### src/rtl/id_remap_pkg.sv
// Shared helpers for the ID remap allocator.
// Width helpers derive the tag and occupancy widths from the row and column
// counts. The uid helpers pack and unpack a {row,col} tag. They work on int
// values, so callers cast the result to the width they need.
package id_remap_pkg;

  function automatic int calc_uid_w(input int rows, input int cols);
    return $clog2(rows) + $clog2(cols);
  endfunction

  function automatic int calc_occ_w(input int rows, input int cols);
    return $clog2(rows * cols + 1);
  endfunction

  function automatic int uid_pack(input int row, input int col, input int col_w);
    return (row << col_w) | col;
  endfunction

  function automatic int uid_row(input int uid, input int col_w);
    return uid >> col_w;
  endfunction

  function automatic int uid_col(input int uid, input int col_w);
    return uid & ((1 << col_w) - 1);
  endfunction

endpackage

### src/rtl/id_remap_alloc_ring_first_set.sv
// Rotated priority encoder.
// Searches mask_i in ring order, starting at start_i and wrapping around.
// It returns the first set bit it finds.
// Ports:
//   mask_i  : candidate bits
//   start_i : index where the search begins (inclusive)
//   idx_o   : index of the first set bit at or after start_i
//   found_o : 1 when any bit of mask_i is set
module ring_first_set #(
  parameter int W  = 4,
  parameter int IW = $clog2(W)
) (
  input  logic [W-1:0]  mask_i,
  input  logic [IW-1:0] start_i,
  output logic [IW-1:0] idx_o,
  output logic          found_o
);

  logic [IW-1:0] j;

  always_comb begin
    idx_o   = '0;
    found_o = 1'b0;
    j       = '0;
    for (int i = 0; i < W; i++) begin
      // W is a power of two, so the IW-bit add wraps the ring for free.
      j = start_i + IW'(i);
      if (!found_o && mask_i[j]) begin
        found_o = 1'b1;
        idx_o   = j;
      end
    end
  end

endmodule

### src/rtl/id_remap_alloc.sv
// ID remap allocator.
// Maps an original AXI ID onto a unique {row,col} tag. Each row is bound to
// one ID while any of its columns is outstanding. Columns within a row are
// issued in strict ring order, so the order of tags follows the order in
// which each ID was issued. The block also tracks the oldest outstanding
// column (head) of every row.
// Ports:
//   clk, rst         : clock, synchronous active-high reset
//   alloc_valid/id   : allocation request for an original ID
//   alloc_ready/uid  : comb; the grant is possible this cycle, and the tag granted
//   free_valid/uid   : release of an outstanding tag
//   free_ready       : always 1
//   free_id          : comb; original ID stored for free_uid (qualify with !free_err)
//   free_is_oldest   : comb; free_uid is used and is its row's head
//   free_err         : comb; free_valid on an unused slot (free ignored)
//   occupancy/full/empty : registered slot-usage status
// Handshake: a transfer happens on a rising edge where valid && ready. The
// ready signals never depend on the valid signals. Every allocation decision
// is taken from the registered state.
module id_remap_alloc
  import id_remap_pkg::*;
#(
  parameter int ID_WIDTH = 4,
  parameter int NUM_ROWS = 4,
  parameter int NUM_COLS = 4,
  parameter int UID_W    = calc_uid_w(NUM_ROWS, NUM_COLS),
  parameter int OCC_W    = calc_occ_w(NUM_ROWS, NUM_COLS)
) (
  input  logic                clk,
  input  logic                rst,
  input  logic                alloc_valid,
  input  logic [ID_WIDTH-1:0] alloc_id,
  output logic                alloc_ready,
  output logic [UID_W-1:0]    alloc_uid,
  input  logic                free_valid,
  input  logic [UID_W-1:0]    free_uid,
  output logic                free_ready,
  output logic [ID_WIDTH-1:0] free_id,
  output logic                free_is_oldest,
  output logic                free_err,
  output logic [OCC_W-1:0]    occupancy,
  output logic                full,
  output logic                empty
);

  localparam int ROW_W = $clog2(NUM_ROWS);
  localparam int COL_W = $clog2(NUM_COLS);
  localparam int CNT_W = $clog2(NUM_COLS + 1);
  localparam int CAP   = NUM_ROWS * NUM_COLS;

  typedef struct packed {
    logic                bound;
    logic [ID_WIDTH-1:0] id;
    logic [COL_W-1:0]    head;
    logic [COL_W-1:0]    tail;
    logic [CNT_W-1:0]    count;
  } row_state_t;

  row_state_t [NUM_ROWS-1:0]               rows_q, rows_d;
  logic [NUM_ROWS-1:0][NUM_COLS-1:0]       used_q, used_d;
  logic [CAP-1:0][ID_WIDTH-1:0]            tag_q;
  logic [OCC_W-1:0]                        occ_q, occ_d;
  logic                                    full_q, empty_q;

  // Allocation row/column select
  logic             hit, unb;
  logic [ROW_W-1:0] hit_row, unb_row, sel_row;
  logic [COL_W-1:0] sel_col;
  logic             alloc_fire;

  always_comb begin
    hit     = 1'b0;
    unb     = 1'b0;
    hit_row = '0;
    unb_row = '0;
    for (int r = 0; r < NUM_ROWS; r++) begin
      if (!hit && rows_q[r].bound && rows_q[r].id == alloc_id) begin
        hit     = 1'b1;
        hit_row = ROW_W'(r);
      end
      if (!unb && !rows_q[r].bound) begin
        unb     = 1'b1;
        unb_row = ROW_W'(r);
      end
    end
    sel_row = hit ? hit_row : unb_row;
    sel_col = rows_q[sel_row].tail;
    // Ring discipline: a used tail stalls the ID even if other columns are free.
    alloc_ready = (hit || unb) && !used_q[sel_row][sel_col];
    alloc_uid   = UID_W'(uid_pack(int'(sel_row), int'(sel_col), COL_W));
  end

  assign alloc_fire = alloc_valid && alloc_ready;

  // Free decode
  logic [ROW_W-1:0]    f_row;
  logic [COL_W-1:0]    f_col;
  logic                f_used;
  logic                free_fire;
  logic [NUM_COLS-1:0] post_mask;
  logic [COL_W-1:0]    nxt_head;
  logic                nxt_found;

  always_comb begin
    f_row            = ROW_W'(uid_row(int'(free_uid), COL_W));
    f_col            = COL_W'(uid_col(int'(free_uid), COL_W));
    f_used           = used_q[f_row][f_col];
    post_mask        = used_q[f_row];
    post_mask[f_col] = 1'b0;
  end

  assign free_ready     = 1'b1;
  assign free_err       = free_valid && !f_used;
  assign free_fire      = free_valid && f_used;
  assign free_is_oldest = f_used && (f_col == rows_q[f_row].head);
  assign free_id        = tag_q[free_uid];

  // Next oldest column after the current head, once the freed column is excluded.
  ring_first_set #(.W(NUM_COLS)) u_head_adv (
    .mask_i  (post_mask),
    .start_i (rows_q[f_row].head + COL_W'(1)),
    .idx_o   (nxt_head),
    .found_o (nxt_found)
  );

  // Next state
  logic [CNT_W-1:0] cnt;

  always_comb begin
    rows_d = rows_q;
    used_d = used_q;
    occ_d  = occ_q;
    cnt    = '0;

    if (alloc_fire) begin
      used_d[sel_row][sel_col] = 1'b1;
      rows_d[sel_row].tail     = sel_col + COL_W'(1);
      if (!hit) begin
        rows_d[sel_row].bound = 1'b1;
        rows_d[sel_row].id    = alloc_id;
        rows_d[sel_row].head  = sel_col;
      end
      occ_d = occ_d + OCC_W'(1);
    end

    if (free_fire) begin
      used_d[f_row][f_col] = 1'b0;
      if (f_col == rows_q[f_row].head) begin
        if (rows_q[f_row].count > CNT_W'(1)) begin
          rows_d[f_row].head = nxt_found ? nxt_head : rows_q[f_row].head;
        end else if (alloc_fire && sel_row == f_row) begin
          // The only slot is freed while the row is refilled, so the new slot becomes oldest.
          rows_d[f_row].head = sel_col;
        end
      end
      occ_d = occ_d - OCC_W'(1);
    end

    for (int r = 0; r < NUM_ROWS; r++) begin
      cnt = rows_q[r].count;
      if (alloc_fire && sel_row == ROW_W'(r)) cnt = cnt + CNT_W'(1);
      if (free_fire && f_row == ROW_W'(r))    cnt = cnt - CNT_W'(1);
      rows_d[r].count = cnt;
      // Release an emptied row. The tail is kept so that column rotation continues.
      if (rows_q[r].bound && cnt == '0 && !(alloc_fire && sel_row == ROW_W'(r))) begin
        rows_d[r].bound = 1'b0;
        rows_d[r].id    = '0;
        rows_d[r].head  = rows_d[r].tail;
      end
    end
  end

  always_ff @(posedge clk) begin
    if (rst) begin
      rows_q  <= '0;
      used_q  <= '0;
      tag_q   <= '0;
      occ_q   <= '0;
      full_q  <= 1'b0;
      empty_q <= 1'b1;
    end else begin
      rows_q  <= rows_d;
      used_q  <= used_d;
      occ_q   <= occ_d;
      full_q  <= (occ_d == OCC_W'(CAP));
      empty_q <= (occ_d == '0);
      if (alloc_fire) tag_q[alloc_uid] <= alloc_id;
    end
  end

  assign occupancy = occ_q;
  assign full      = full_q;
  assign empty     = empty_q;

endmodule

### config.mk
export PLATFORM = sky130hd
export DESIGN_NAME = id_remap_alloc
export DESIGN_NICKNAME = d
export VERILOG_FILES = /design/src/rtl/id_remap_pkg.sv /design/src/rtl/id_remap_alloc_ring_first_set.sv /design/src/rtl/id_remap_alloc.sv
export SDC_FILE = /design/constraint.sdc
export NUM_CORES = 1
export LEC_CHECK = 0
export ABC_CLOCK_PERIOD_IN_PS = 4550
export CORE_ASPECT_RATIO = 1.4
export CORE_UTILIZATION = 26
export DETAILED_ROUTE_END_ITERATION = 6
export SLEW_MARGIN = 25
export SYNTH_ARGS = -nofsm -noshare
export SYNTH_HDL_FRONTEND = slang
export SYNTH_HIERARCHICAL = 1
export SYNTH_SLANG_ARGS = --single-unit
### constraint.sdc
create_clock -name clk -period 4.55 [get_ports clk]
set_clock_uncertainty 0.15 [all_clocks]
set_input_delay 0.91 -clock clk [delete_from_list [all_inputs] [get_ports clk]]
set_output_delay 0.91 -clock clk [all_outputs]
set_load 0.02 [all_outputs]
# Yosys cells after proc, flatten, opt, wreduce, memory -nomap -nowiden
# Index checks and enable logic that the tools add are counted.
# W data, S select, Z words.
[word_totals]
register_bits = 135
inputBits = 12
[classes]
order_cmp = 16
bitwise = 6
n_mux = 95
n_eq_ne = 13
reduce_logical = 69
n_addsub = 15
[ops]
columns = ["operator", "n"]
rows = [
  ["$bwmux W48", 6],
  ["$mux W48", 6],
  ["$demux W12 S2", 5],
  ["$bwmux W64", 1],
  ["$bmux W12 S2", 2],
  ["$logic_and A1 B1 Y1", 40],
  ["$mux W16", 2],
  ["$mux W2", 14],
  ["$lt A2 B3 Y1 const B", 8],
  ["$mux W3", 8],
  ["$mux W4", 6],
  ["$mux W1", 22],
  ["$mux W7", 3],
  ["$mux W5", 4],
  ["$logic_not A1 Y1", 17],
  ["$and A16 B16 Y16", 1],
  ["$bmux W4 S2", 2],
  ["$bmux W4 S4", 1],
  ["$demux W4 S2", 2],
  ["$demux W4 S4", 1],
  ["$eq A4 B4 Y1", 4],
  ["$not A16 Y16", 1],
  ["$or A16 B16 Y16", 1],
  ["$add A3 B1 Y3 const B", 4],
  ["25 further kinds", 53],
]

# Longest topological paths before layout
# Gate-level depths: netlist (run 1).
[depth]
depth_word = 32
depth_mapped = 24
depth_no_buf = 19

# Hierarchy
# Netlist (run 1), hierarchy kept.
[modules_own_cells]
columns = ["module", "area_per_inst_um2", "cells_each", "instances", "seq_area_each_um2"]
rows = [
  ["id_remap_alloc", 7552.2, 805, 1, 2702.6],
  ["ring_first_set", 77.6, 15, 1, 0.0],
]

# Worst setup path after synthesis (run 1)
# Ideal clock, no wire load.
[synth_path]
path_kind = "in2reg"
from = "input port alloc_id[0]"
to = "register rows_q[5] (netlist bit)"
arrival_ps = 4702
setup_ps = 117
path_buffers = 4
path_slack_ps = -419
stages = 22
cell_sequence = "buf_4 -> xor2_1 -> nor3_2 -> nand3_2 -> nand3_1 -> nand2_4 -> inv_2 -> buf_4 -> mux2i_1 -> mux2i_1 -> a211o_1 -> buf_6 -> a2111oi_4 -> buf_6 -> mux2i_1 -> ha_1 -> nand3_1 -> o32a_1 -> o22ai_1 -> nand3b_1 -> and2_1 -> o22a_1"
[synth_via]
elab_chain_len = 32
[synth_rtl]
columns = ["element", "line", "rtl"]
rows = [
  ["start: declaration", "id_remap_alloc.sv:32", "input logic [ID_WIDTH-1:0] alloc_id,"],
  ["$eq A4 B4 Y1", "id_remap_alloc.sv:77", "if (!hit && rows_q[r].bound && rows_q[r].id == alloc_id) begin"],
  ["$logic_and A1 B1 Y1", "id_remap_alloc.sv:77", ""],
  ["$mux W1", "id_remap_alloc.sv:77", ""],
  ["$logic_not A1 Y1", "id_remap_alloc.sv:77", ""],
  ["$logic_and A1 B1 Y1 (2 in a row)", "id_remap_alloc.sv:77", ""],
  ["$mux W1", "id_remap_alloc.sv:77", ""],
  ["$logic_not A1 Y1", "id_remap_alloc.sv:77", ""],
  ["$logic_and A1 B1 Y1 (2 in a row)", "id_remap_alloc.sv:77", ""],
  ["[14 not listed]", "n/a", ""],
  ["$mux W48", "id_remap_alloc.sv:138", "if (!hit) begin"],
  ["$mux W48", "id_remap_alloc.sv:135", "if (alloc_fire) begin"],
  ["$bwmux W48", "id_remap_alloc.sv:153", "rows_d[f_row].head = sel_col;"],
  ["$mux W48", "id_remap_alloc.sv:151", "end else if (alloc_fire && sel_row == f_row) begin"],
  ["$mux W48", "id_remap_alloc.sv:149", "if (rows_q[f_row].count > CNT_W'(1)) begin"],
  ["$mux W48", "id_remap_alloc.sv:148", "if (f_col == rows_q[f_row].head) begin"],
  ["$mux W48", "id_remap_alloc.sv:146", "if (free_fire) begin"],
  ["$mux W2 (*)", "id_remap_alloc.sv:165", "if (rows_q[r].bound && cnt == '0 && !(alloc_fire && sel_row == ROW_W'(r))) begin"],
  ["end signal: assignment", "id_remap_alloc.sv:182", "rows_q <= rows_d;"],
  ["end: declaration", "id_remap_alloc.sv:59", "row_state_t [NUM_ROWS-1:0] rows_q, rows_d;"],
]
# Mark *: on every way between the ends. The rest lies on a longest branch, timed or not. The select of a mux whose other input is x is not followed.
# A chain may end at the register's enable or synchronous reset.

# Worst setup path in the final report (run 1)
[layout_path]
from = "input port alloc_id[3]"
to = "register rows_q[5] (netlist bit)"
# The elaborated chain is that of the path after synthesis.

==> impl_metrics.yaml, run 1 <==
run_status:
  status: "finished with violations"
  failed_checks: "setup timing"
logic_synthesis:
  synth.yosys.seq_area_share_pct: 35.4
  synthesis.area_um2: 7630
  async_flop_share_pct: 0
  synth_top_area_share_pct: 35.4
  yosysTopAreaCell: "dfxtp_1"
  synth-edff-count: 0
  yosys_register_bits: 135
  synth_top_cells_by_area: "dfxtp_1 (35%), mux2i_1 (13%), mux4_2 (8.0%)"
  avgSynthCellArea_um2: 9.30
  syn-num-nets: 846
  yosysUniqueCellTypes: 75
  postSynthCellCount: 820
  ys.flop_type: "dfxtp_1"
  yosys_warnings: 6
run:
  cap_violations: 0
layout:
  final_nets: 968
  stdcell_count: 1330
  antenna_cells: 0
  area_growth_syn_to_layout_pct: 33.6
  final_cell_area_um2: 10200
  drive_above_1_share_pct: 29.0
cts:
  clk_latency_ns: 0.43
  ctsHtreeMaxLevel: 4
  cts-root-buf: "clkbuf_16"
  clock_path_buffers: 2
  clkTransAtPathRegs_ns: 0.06
  cts_sinks: 135
  cts_buffers: 17
  cts_tree: "done"
critical_path:
  worst_ep_arrival_time_ns: 4.74
  worst-path-max-fanout: 5
  critPathKind: "input pin to flip-flop"
  start_kind: "input pin"
  end_kind: "flip-flop"
  worst-r2r-cell-count: 20
  required_ns: 4.73
floorplan:
  dieHeight_um: 205
  ios: 31
  num_rows: 73
  floorplan.initialDensity_pct: 26.7
  die_w_um: 147
  coreArea_um2: 28600
  die_area_um2: 30000
global_routing:
  met2_usage_pct: 27.3
  grt-ovfl-total: 0
  grt_pass1_vias: 6567
  grt_max_degree: 63
  grtUsageTotal_pct: 15.0
  antenna_found_initial: 0
  grt_use_met3_pct: 2.65
  grt.busiest_layer: "met2"
  met1_usage_pct: 16.7
  grt_pass1_wl_mm: 35.0
worst_hold_path:
  holdPathStages: 2
  hold_path_class: "flip-flop to flip-flop"
timing:
  worst_pin_slew_ns: 0.669
  min_period_ns: 4.57
  postLayoutSetupSlackWorst_ns: -0.0165
  layout_worst_path_cycle_share_pct: 100
  finalHoldViolCount: 0
  rsz0062_at_grt: "yes"
  setup_viol: 2
  setup_tns_ns: -0.0239
  final_max_slew_viol_count: 0
  fmax_ghz: 0.219
  max_slew_margin_pct: 55.4
drt:
  ant_nets: 0
  drc_errors: 0
  initialDrtViolationCount: 420
  dr_total_vias: 6566
  firstDrtPassIters: 5
  wirelength_mm: 22.0
  vias_per_cell: 4.94
  avgRoutedWirePerCell_um: 16.5
placement:
  port_buffers: 29
  dp_hpwl_mm: 16.0
  placed_cell_area_um2: 9150
  gp_congestion: 0.903
  dp_cells: 1282
  pre_cts_slack_ns: -1.02
pwr:
  p_leak_uw: 0.00382
  powerDensity_nw_per_um2: 472
  ir_worst_vdd_mv: 0.219
-- power by group --
group          total [µW]  switching (µW)  internal (µW)
registers            1400             106           1300
logic                2050            1040           1010
clock network        1350             622            728
-- worst paths after layout --
path	startpoint	to	slack (ns)
worst min register to register	tag_q[44]$_SDFFE_PP0P_	tag_q[44]$_SDFFE_PP0P_	0.34
worst max register to register	rows_q[43]$_SDFFE_PP0P_	rows_q[5]$_SDFF_PP0_	0.21
worst max-delay path	alloc_id[3]	rows_q[5]$_SDFF_PP0_	-0.02
worst min-delay path	tag_q[44]$_SDFFE_PP0P_	tag_q[44]$_SDFFE_PP0P_	0.34
-- sequential cells by signal (all words and copies together), names as in the netlist --
name,count
empty,1
full,1
used_q,16
occupancy,5
tag_q,64
rows_q,48
-- worst max-delay path, stage by stage --
cell	delay [ns]
buf_12	0.11
xor2_2	0.17
nor3_2	0.24
nand3_2	0.16
buf_6	0.16
buf_6	0.11
nand4_1	0.10
o211ai_1	0.13
mux2i_4	0.23
a311oi_2	0.07
a211o_1	0.29
a2111oi_4	0.38
buf_4	0.22
mux2i_4	0.26
ha_4	0.17
nand3_4	0.06
o32a_1	0.21
o22ai_2	0.20
nand3b_1	0.18
and2_1	0.19
o22a_1	0.18
-- cells in the final DEF, fill, tap and decap left out, types with 6 or more instances in the layout --
master / count
a211oi_1: 18
a21oi_1: 22
and2_1: 17
and3_1: 8
buf_12: 12
buf_4: 120
buf_6: 8
clkbuf_16: 17
clkdlybuf4s50_1: 21
dfxtp_1: 135
ha_1: 10
inv_1: 13
mux2i_1: 96
mux4_2: 27
nand2_1: 42
nand2b_1: 6
nand3_1: 20
nand4_1: 8
nor2_1: 143
nor2b_1: 9
nor3_1: 9
o21ai_0: 11
xnor2_1: 18
xor2_1: 13
-- cell type report --
class,instances,area (µm²)
Inverter,17,68.8
Clock buffer,17,425
Tap cell,375,469
Timing Repair Buffer,167,1510
Clock inverter,15,154
Multi-Input combinational cell,604,4870
Sequential cell,135,2700
Fill cell,2830,18400
-- synth_stat cells, drive strengths merged (2+ instances only) --
| cell | number |
|---|---|
| a211o | 4 |
| a211oi | 24 |
| a21boi | 5 |
| a21oi | 30 |
| a221o | 3 |
| a221oi | 6 |
| a311oi | 6 |
| a31o | 2 |
| a31oi | 4 |
| and2 | 17 |
| and3 | 11 |
| buf | 34 |
| clkbuf | 30 |
| dfxtp | 135 |
| ha | 14 |
| inv | 16 |
| mux2 | 2 |
| mux2i | 103 |
| mux4 | 27 |
| nand2 | 47 |
| nand2b | 6 |
| nand3 | 25 |
| nand3b | 2 |
| nand4 | 8 |
| nor2 | 147 |
| nor2b | 9 |
| nor3 | 13 |
| nor3b | 2 |
| o211ai | 4 |
| o21ai | 13 |
| o221ai | 2 |
| o22a | 2 |
| o31ai | 5 |
| o32a | 2 |
| o32ai | 2 |
| o41ai | 2 |
| or2 | 2 |
| xnor2 | 23 |
| xor2 | 18 |
-- layer usage --
metal,wire length (µm),part of all wire (%),vias up
li1,-,-,3162
met1,9120,41,3215
met2,11500,52,145
met3,673,3.1,44
met4,697,3.2,0
met5,0,0,-
-- metrics by stage --
step / total power (µW) / util [%] / hold WS, ns
detailed placement: 3190 / 32.0 / 0.328
global route: 5050 / 35.7 / 0.365
floorplan: 2540 / - / 0.305
global placement: 3180 / 32.0 / 0.318
CTS: 4670 / 34.8 / 0.346
finish: 4810 / 35.7 / 0.343
-- timing repair --
item / CTS / global route
hold buffers: 0 / 0
pin swaps: 22 / 28
setup endpoints to repair: 37 / 33
resized for setup: 56 / 42
buffers inserted: 9 / 8
-- cells by family after synthesis --
family / Yosys count / share of synthesized area (%)
AO/OA/AOI/OAI: 122 / 12.7
XOR/XNOR: 41 / 4.80
adder cells (fa/ha/maj): 14 / 2.30
buffers and inverters: 81 / 4.99
flip-flops: 135 / 35.4
multiplexers: 132 / 21.9
other: 1 / 0.0491
AND/OR/NAND/NOR: 294 / 17.8
Power figures use the tool's default switching activity.
==> run 2, diff against run 1 <==
--- a/config.mk
+++ b/config.mk
@@ -7,8 +7,9 @@
 export LEC_CHECK = 0
 export ABC_CLOCK_PERIOD_IN_PS = 4550
 export CORE_ASPECT_RATIO = 1.4
-export CORE_UTILIZATION = 26
+export CORE_UTILIZATION = 55
 export DETAILED_ROUTE_END_ITERATION = 6
+export PLACE_DENSITY = 0.76
 export SLEW_MARGIN = 25
 export SYNTH_ARGS = -nofsm -noshare
 export SYNTH_HDL_FRONTEND = slang
==> impl_metrics.yaml, run 2 (synthesized netlist as in run 1, its figures left out) <==
run_status:
  status: "finished with violations"
  failed_checks: "setup timing"
timing:
  fmax_ghz: 0.208
  finalHoldViolCount: 0
  final_max_slew_viol_count: 0
  fin_hold_ws_ns: 0.344
  worst_pin_slew_ns: 1.00
  max_slew_margin_pct: 33.3
  rsz0062_at_grt: "yes"
  setup_viol: 32
  layout_worst_path_cycle_share_pct: 106
  min_period_ns: 4.81
  postLayoutSetupSlackWorst_ns: -0.256
  setup_tns_ns: -5.75
pwr:
  ir_worst_vdd_mv: 0.345
  powerDensity_nw_per_um2: 505
  p_leak_uw: 0.00387
drt:
  met1_length_mm: 8.96
  firstDrtPassIters: 6
  maxUsedRoutingLayer: "met4"
  avgRoutedWirePerCell_um: 23.2
  dr_total_vias: 7385
  wl_met3_mm: 2.10
  vias_per_cell: 6.46
  drc_errors: 0
  wl_met2_mm: 13.4
  wirelength_mm: 26.5
  ant_nets: 0
  initialDrtViolationCount: 861
floorplan:
  ios: 31
  die_w_um: 102
  die_area_um2: 14400
  coreArea_um2: 13500
  floorplan.initialDensity_pct: 56.7
  num_rows: 50
  dieHeight_um: 141
placement:
  port_buffers: 29
  gp_congestion: 0.942
  placed_cell_area_um2: 8790
  pre_cts_slack_ns: -1.09
  dp_hpwl_mm: 16.3
global_routing:
  grt_pass1_vias: 7344
  grt_max_degree: 93
  grtUsageTotal_pct: 34.9
  antenna_found_initial: 0
  grt-ovfl-total: 0
  grt_pass1_wl_mm: 37.6
critical_path:
  cp_common_cell: "mux2i_1"
  required_ns: 4.72
  slowest_delay_ns: 0.41
  critPathKind: "input pin to flip-flop"
  startpoint: "alloc_id[0]"
  worst-path-max-fanout: 5
  path_cells: "buf_8 -> buf_6 -> xor2_4 -> nor3_4 -> and3_4 -> nor2_4 -> nand2_4 -> inv_4 -> mux2i_1 -> mux2i_1 -> a211o_4 -> buf_6 -> a21oi_4 -> mux2i_1 -> ha_2 -> xnor2_1 -> nand4_1 -> o41ai_4 -> nand2_2 -> o21ai_0 -> buf_4 -> nor2_1"
  worst_ep_arrival_time_ns: 4.98
  start_kind: "input pin"
  end_kind: "flip-flop"
  reg2reg_from: "rows_q[23]$_SDFFE_PP0P_"
  slowest_stage: "a211o_4"
cts:
  clk_latency_ns: 0.44
  clock_path_buffers: 2
  cts_buffers: 17
  ctsHtreeMaxLevel: 4
  cts-root-buf: "clkbuf_16"
  cts_tree: "done"
  clkTransAtPathRegs_ns: 0.06
  cts_hold_buf: 0
  cts_sinks: 135
layout:
  reg_top3: "tag_q x64, rows_q x48, used_q x16"
  nFillCells: 825
  area_growth_syn_to_layout_pct: 34.3
  antenna_cells: 0
  drive_above_1_share_pct: 31.9
  final_common_cell: "nor2_1"
  largest_reg_flops: 64
  final_nets: 975
  top_register: "tag_q"
  final_cell_area_um2: 10200
  mostFrequentLayoutCells: "nor2_1 (141), dfxtp_1 (135), buf_4 (125), mux2i_1 (96), nand2_1 (40)"
worst_hold_path:
  hold_path_class: "flip-flop to flip-flop"
  hold_start: "tag_q[10]$_SDFFE_PP0P_"
run:
  cap_violations: 0
[run 2: layer usage]
layer | global-route usage [%] | vias to the layer above
met5 | 0 | -
met4 | 25.9 | 0
met3 | 9.75 | 176
met2 | 61.2 | 530
met1 | 34.3 | 3512
li1 | - | 3167
[run 2: final timing paths]
check / end / slack (ns) / depth (start not counted)
setup / recovery: rows_q[47]$_SDFFE_PP0P_ / -0.26 / 22
hold / removal: tag_q[10]$_SDFFE_PP0P_ / 0.34 / 2
setup reg to reg: rows_q[47]$_SDFFE_PP0P_ / -0.02 / 18
hold reg to reg: tag_q[10]$_SDFFE_PP0P_ / 0.34 / 2
[run 2: per-stage QoR]
| step | util (%) | instances | power (µW) |
|---|---|---|---|
| final | 76.2 | 1144 | 5170 |
| after global placement | 65.3 | 1080 | 3130 |
| after floorplan | - | 820 | 2540 |
| after detailed placement | 65.3 | 1080 | 3190 |
| after CTS | 72.8 | 1132 | 4840 |
| after global routing | 76.2 | 1144 | 5370 |
[run 2: critical path: cells and delay by family]
kind,cells,cell delay [ns]
and+or+nand+nor,7,1.11
buffers and inverters,5,0.65
AOI/OAI and AO/OA,4,1.04
muxes,3,0.72
adders and majority gates,1,0.23
xor gates and xnor gates,2,0.30
[run 2: final cells by class]
| type | instances | area [µm²] | area share [%] |
|---|---|---|---|
| inverter | 17 | 68.8 | 0.672 |
| tap | 182 | 228 | 2.22 |
| multi-input combinational | 604 | 5110 | 49.8 |
| clock inverter | 14 | 186 | 1.82 |
| timing repair buffer | 174 | 1520 | 14.8 |
| sequential | 135 | 2700 | 26.4 |
| clock buffer | 18 | 439 | 4.29 |
[run 2: report_power, final]
part	switching (µW)	internal, µW
clock	585	893
combinational	1190	1070
sequential	136	1300
total	1910	3260
[run 2: what timing repair did]
action | in CTS | in global routing
pin swaps | 36 | 36
endpoints found under the setup margin | 38 | 36
gates resized for setup | 71 | 68
buffers inserted | 22 | 13
==> run 3, diff against run 2 <==
--- a/config.mk
+++ b/config.mk
@@ -6,10 +6,13 @@
 export NUM_CORES = 1
 export LEC_CHECK = 0
 export ABC_CLOCK_PERIOD_IN_PS = 4550
+export CELL_PAD_IN_SITES_DETAIL_PLACEMENT = 0
+export CELL_PAD_IN_SITES_GLOBAL_PLACEMENT = 2
 export CORE_ASPECT_RATIO = 1.4
-export CORE_UTILIZATION = 55
+export CORE_UTILIZATION = 35
+export CTS_CLUSTER_DIAMETER = 60
 export DETAILED_ROUTE_END_ITERATION = 6
-export PLACE_DENSITY = 0.76
+export PLACE_DENSITY_LB_ADDON = 0.1
 export SLEW_MARGIN = 25
 export SYNTH_ARGS = -nofsm -noshare
 export SYNTH_HDL_FRONTEND = slang
==> impl_metrics.yaml, run 3 (synthesized netlist as in run 1, its figures left out) <==
run_status:
  failed_checks: "setup timing"
  status: "finished with violations"
pwr:
  ir_worst_vdd_mv: 0.275
  powerDensity_nw_per_um2: 490
  p_leak_uw: 0.00395
timing:
  max_slew_margin_pct: 31.1
  layout_worst_path_cycle_share_pct: 102
  setup_viol: 7
  min_period_ns: 4.63
  final_max_slew_viol_count: 0
  worst_pin_slew_ns: 1.03
  rsz0062_at_grt: "yes"
  finalHoldViolCount: 0
  fmax_ghz: 0.216
  postLayoutSetupSlackWorst_ns: -0.0779
placement:
  port_buffers: 29
  placed_cell_area_um2: 9140
  gp_congestion: 0.868
  pre_cts_slack_ns: -1.17
  dp_hpwl_mm: 18.3
layout:
  multi_input_area_um2: 4870
  drive_above_1_share_pct: 30.5
  area_growth_syn_to_layout_pct: 34.7
  top_register: "tag_q"
  nFillCells: 2013
  antenna_cells: 0
  ff_latch_area_um2: 2700
  final_nets: 986
  final_common_cell: "nor2_1"
  final_cell_area_um2: 10300
  mostFrequentLayoutCells: "nor2_1 (140), dfxtp_1 (135), buf_4 (131), mux2i_1 (97), nand2_1 (44)"
  reg_top3: "tag_q x64, rows_q x48, used_q x16"
  largest_reg_flops: 64
worst_hold_path:
  holdPathStages: 2
  hold_path_class: "flip-flop to flip-flop"
  hold_start: "tag_q[14]$_SDFFE_PP0P_"
floorplan:
  num_rows: 63
  die_w_um: 127
  coreArea_um2: 21300
  dieHeight_um: 177
  die_area_um2: 22400
  floorplan.initialDensity_pct: 35.8
  ios: 31
critical_path:
  critPathKind: "input pin to flip-flop"
  worst_ep_arrival_time_ns: 4.79
  worst-r2r-cell-count: 18
  startpoint: "alloc_id[0]"
  reg2reg_from: "rows_q[33]$_SDFFE_PP0P_"
  end_kind: "flip-flop"
  worst-path-max-fanout: 4
  start_kind: "input pin"
  required_ns: 4.71
drt:
  ant_nets: 0
  wirelength_mm: 24.6
  vias_per_cell: 5.39
  avgRoutedWirePerCell_um: 20.0
  drc_errors: 0
  initialDrtViolationCount: 331
  dr_total_vias: 6641
  firstDrtPassIters: 4
cts:
  cts_buffers: 17
  cts_tree: "done"
  clk_latency_ns: 0.43
  cts-root-buf: "clkbuf_16"
  clkTransAtPathRegs_ns: 0.06
  cts_sinks: 135
  clock_path_buffers: 2
  ctsHtreeMaxLevel: 4
run:
  cap_violations: 0
global_routing:
  antenna_found_initial: 0
  grt_max_degree: 90
  grt-ovfl-total: 0
  grtUsageTotal_pct: 23.0
  grt_pass1_wl_mm: 38.4
  grt_pass1_vias: 6901
## run 3: cell count changes in the layout (fill, tap and decap cells not counted), moves of 3 or more
cell     previous run  this run
buf_4             125       131
inv_6               5         0
nand3_4             4         0
buf_12              6        13
nand2_1            40        44
xnor2_2             5         2
xor2_1              9        14
xnor2_1            16        20
nand2_2             6         1
xor2_4              3         0
## run 3: power by group
group	switching, µW	leakage (µW)	internal (µW)
clock network	539	0.000307	948
logic	1110	0.00255	1030
registers	110	0.00109	1300
total	1760	0.00395	3280
## run 3: routing by layer
layer	global-route usage (%)	part of all wire, %
met1	24.2	39
met2	42.1	52
met3	3.84	2.7
met4	15.2	6.3
met5	0	0
## run 3: worst max-delay path: stages
cell,delay [ns]
buf_8,0.10
buf_6,0.10
xor2_1,0.15
nor3_2,0.16
nand3_2,0.14
a21boi_4,0.17
o21ai_4,0.21
mux2i_4,0.35
a311oi_2,0.06
a211o_1,0.33
a2111oi_4,0.41
buf_4,0.22
mux2i_4,0.26
ha_4,0.16
nand3_2,0.08
o32a_1,0.21
o22ai_4,0.24
nand3b_1,0.15
and2_4,0.16
o22a_1,0.19
## run 3: cell type report
class,count,share of cell area (%)
flip-flops and latches,135,26.3
inverters,17,0.669
multi-input cells,604,47.4
clock inverters,11,1.68
well taps,260,3.16
repair buffers,185,16.3
clock buffers,21,4.48
## run 3: path summary, 6_finish.rpt
kind,to,slack (ns)
hold reg to reg,tag_q[14]$_SDFFE_PP0P_,0.34
setup / recovery,rows_q[5]$_SDFF_PP0_,-0.08
setup reg to reg,rows_q[5]$_SDFF_PP0_,0.23
hold / removal,tag_q[14]$_SDFFE_PP0P_,0.34
## run 3: timing repair
item | CTS | global route
resized for setup | 51 | 47
setup endpoints to repair | 39 | 35
pin swaps | 18 | 30
hold buffers | 0 | 0
endpoints found under the hold margin | 0 | 0
setup buffers | 13 | 10
## run 3: stage by stage
stage	hold slack, ns	util (%)	instances	power, µW	TNS [ns]
floorplan	0.305	-	820	2540	-3.90
global placement	0.318	43.0	1179	3270	-46.69
detailed placement	0.331	43.0	1179	3300	-52.39
CTS	0.345	47.0	1224	4920	-1.45
global route	0.362	48.3	1233	5280	-3.84
finish	0.341	48.3	1233	5040	-0.453
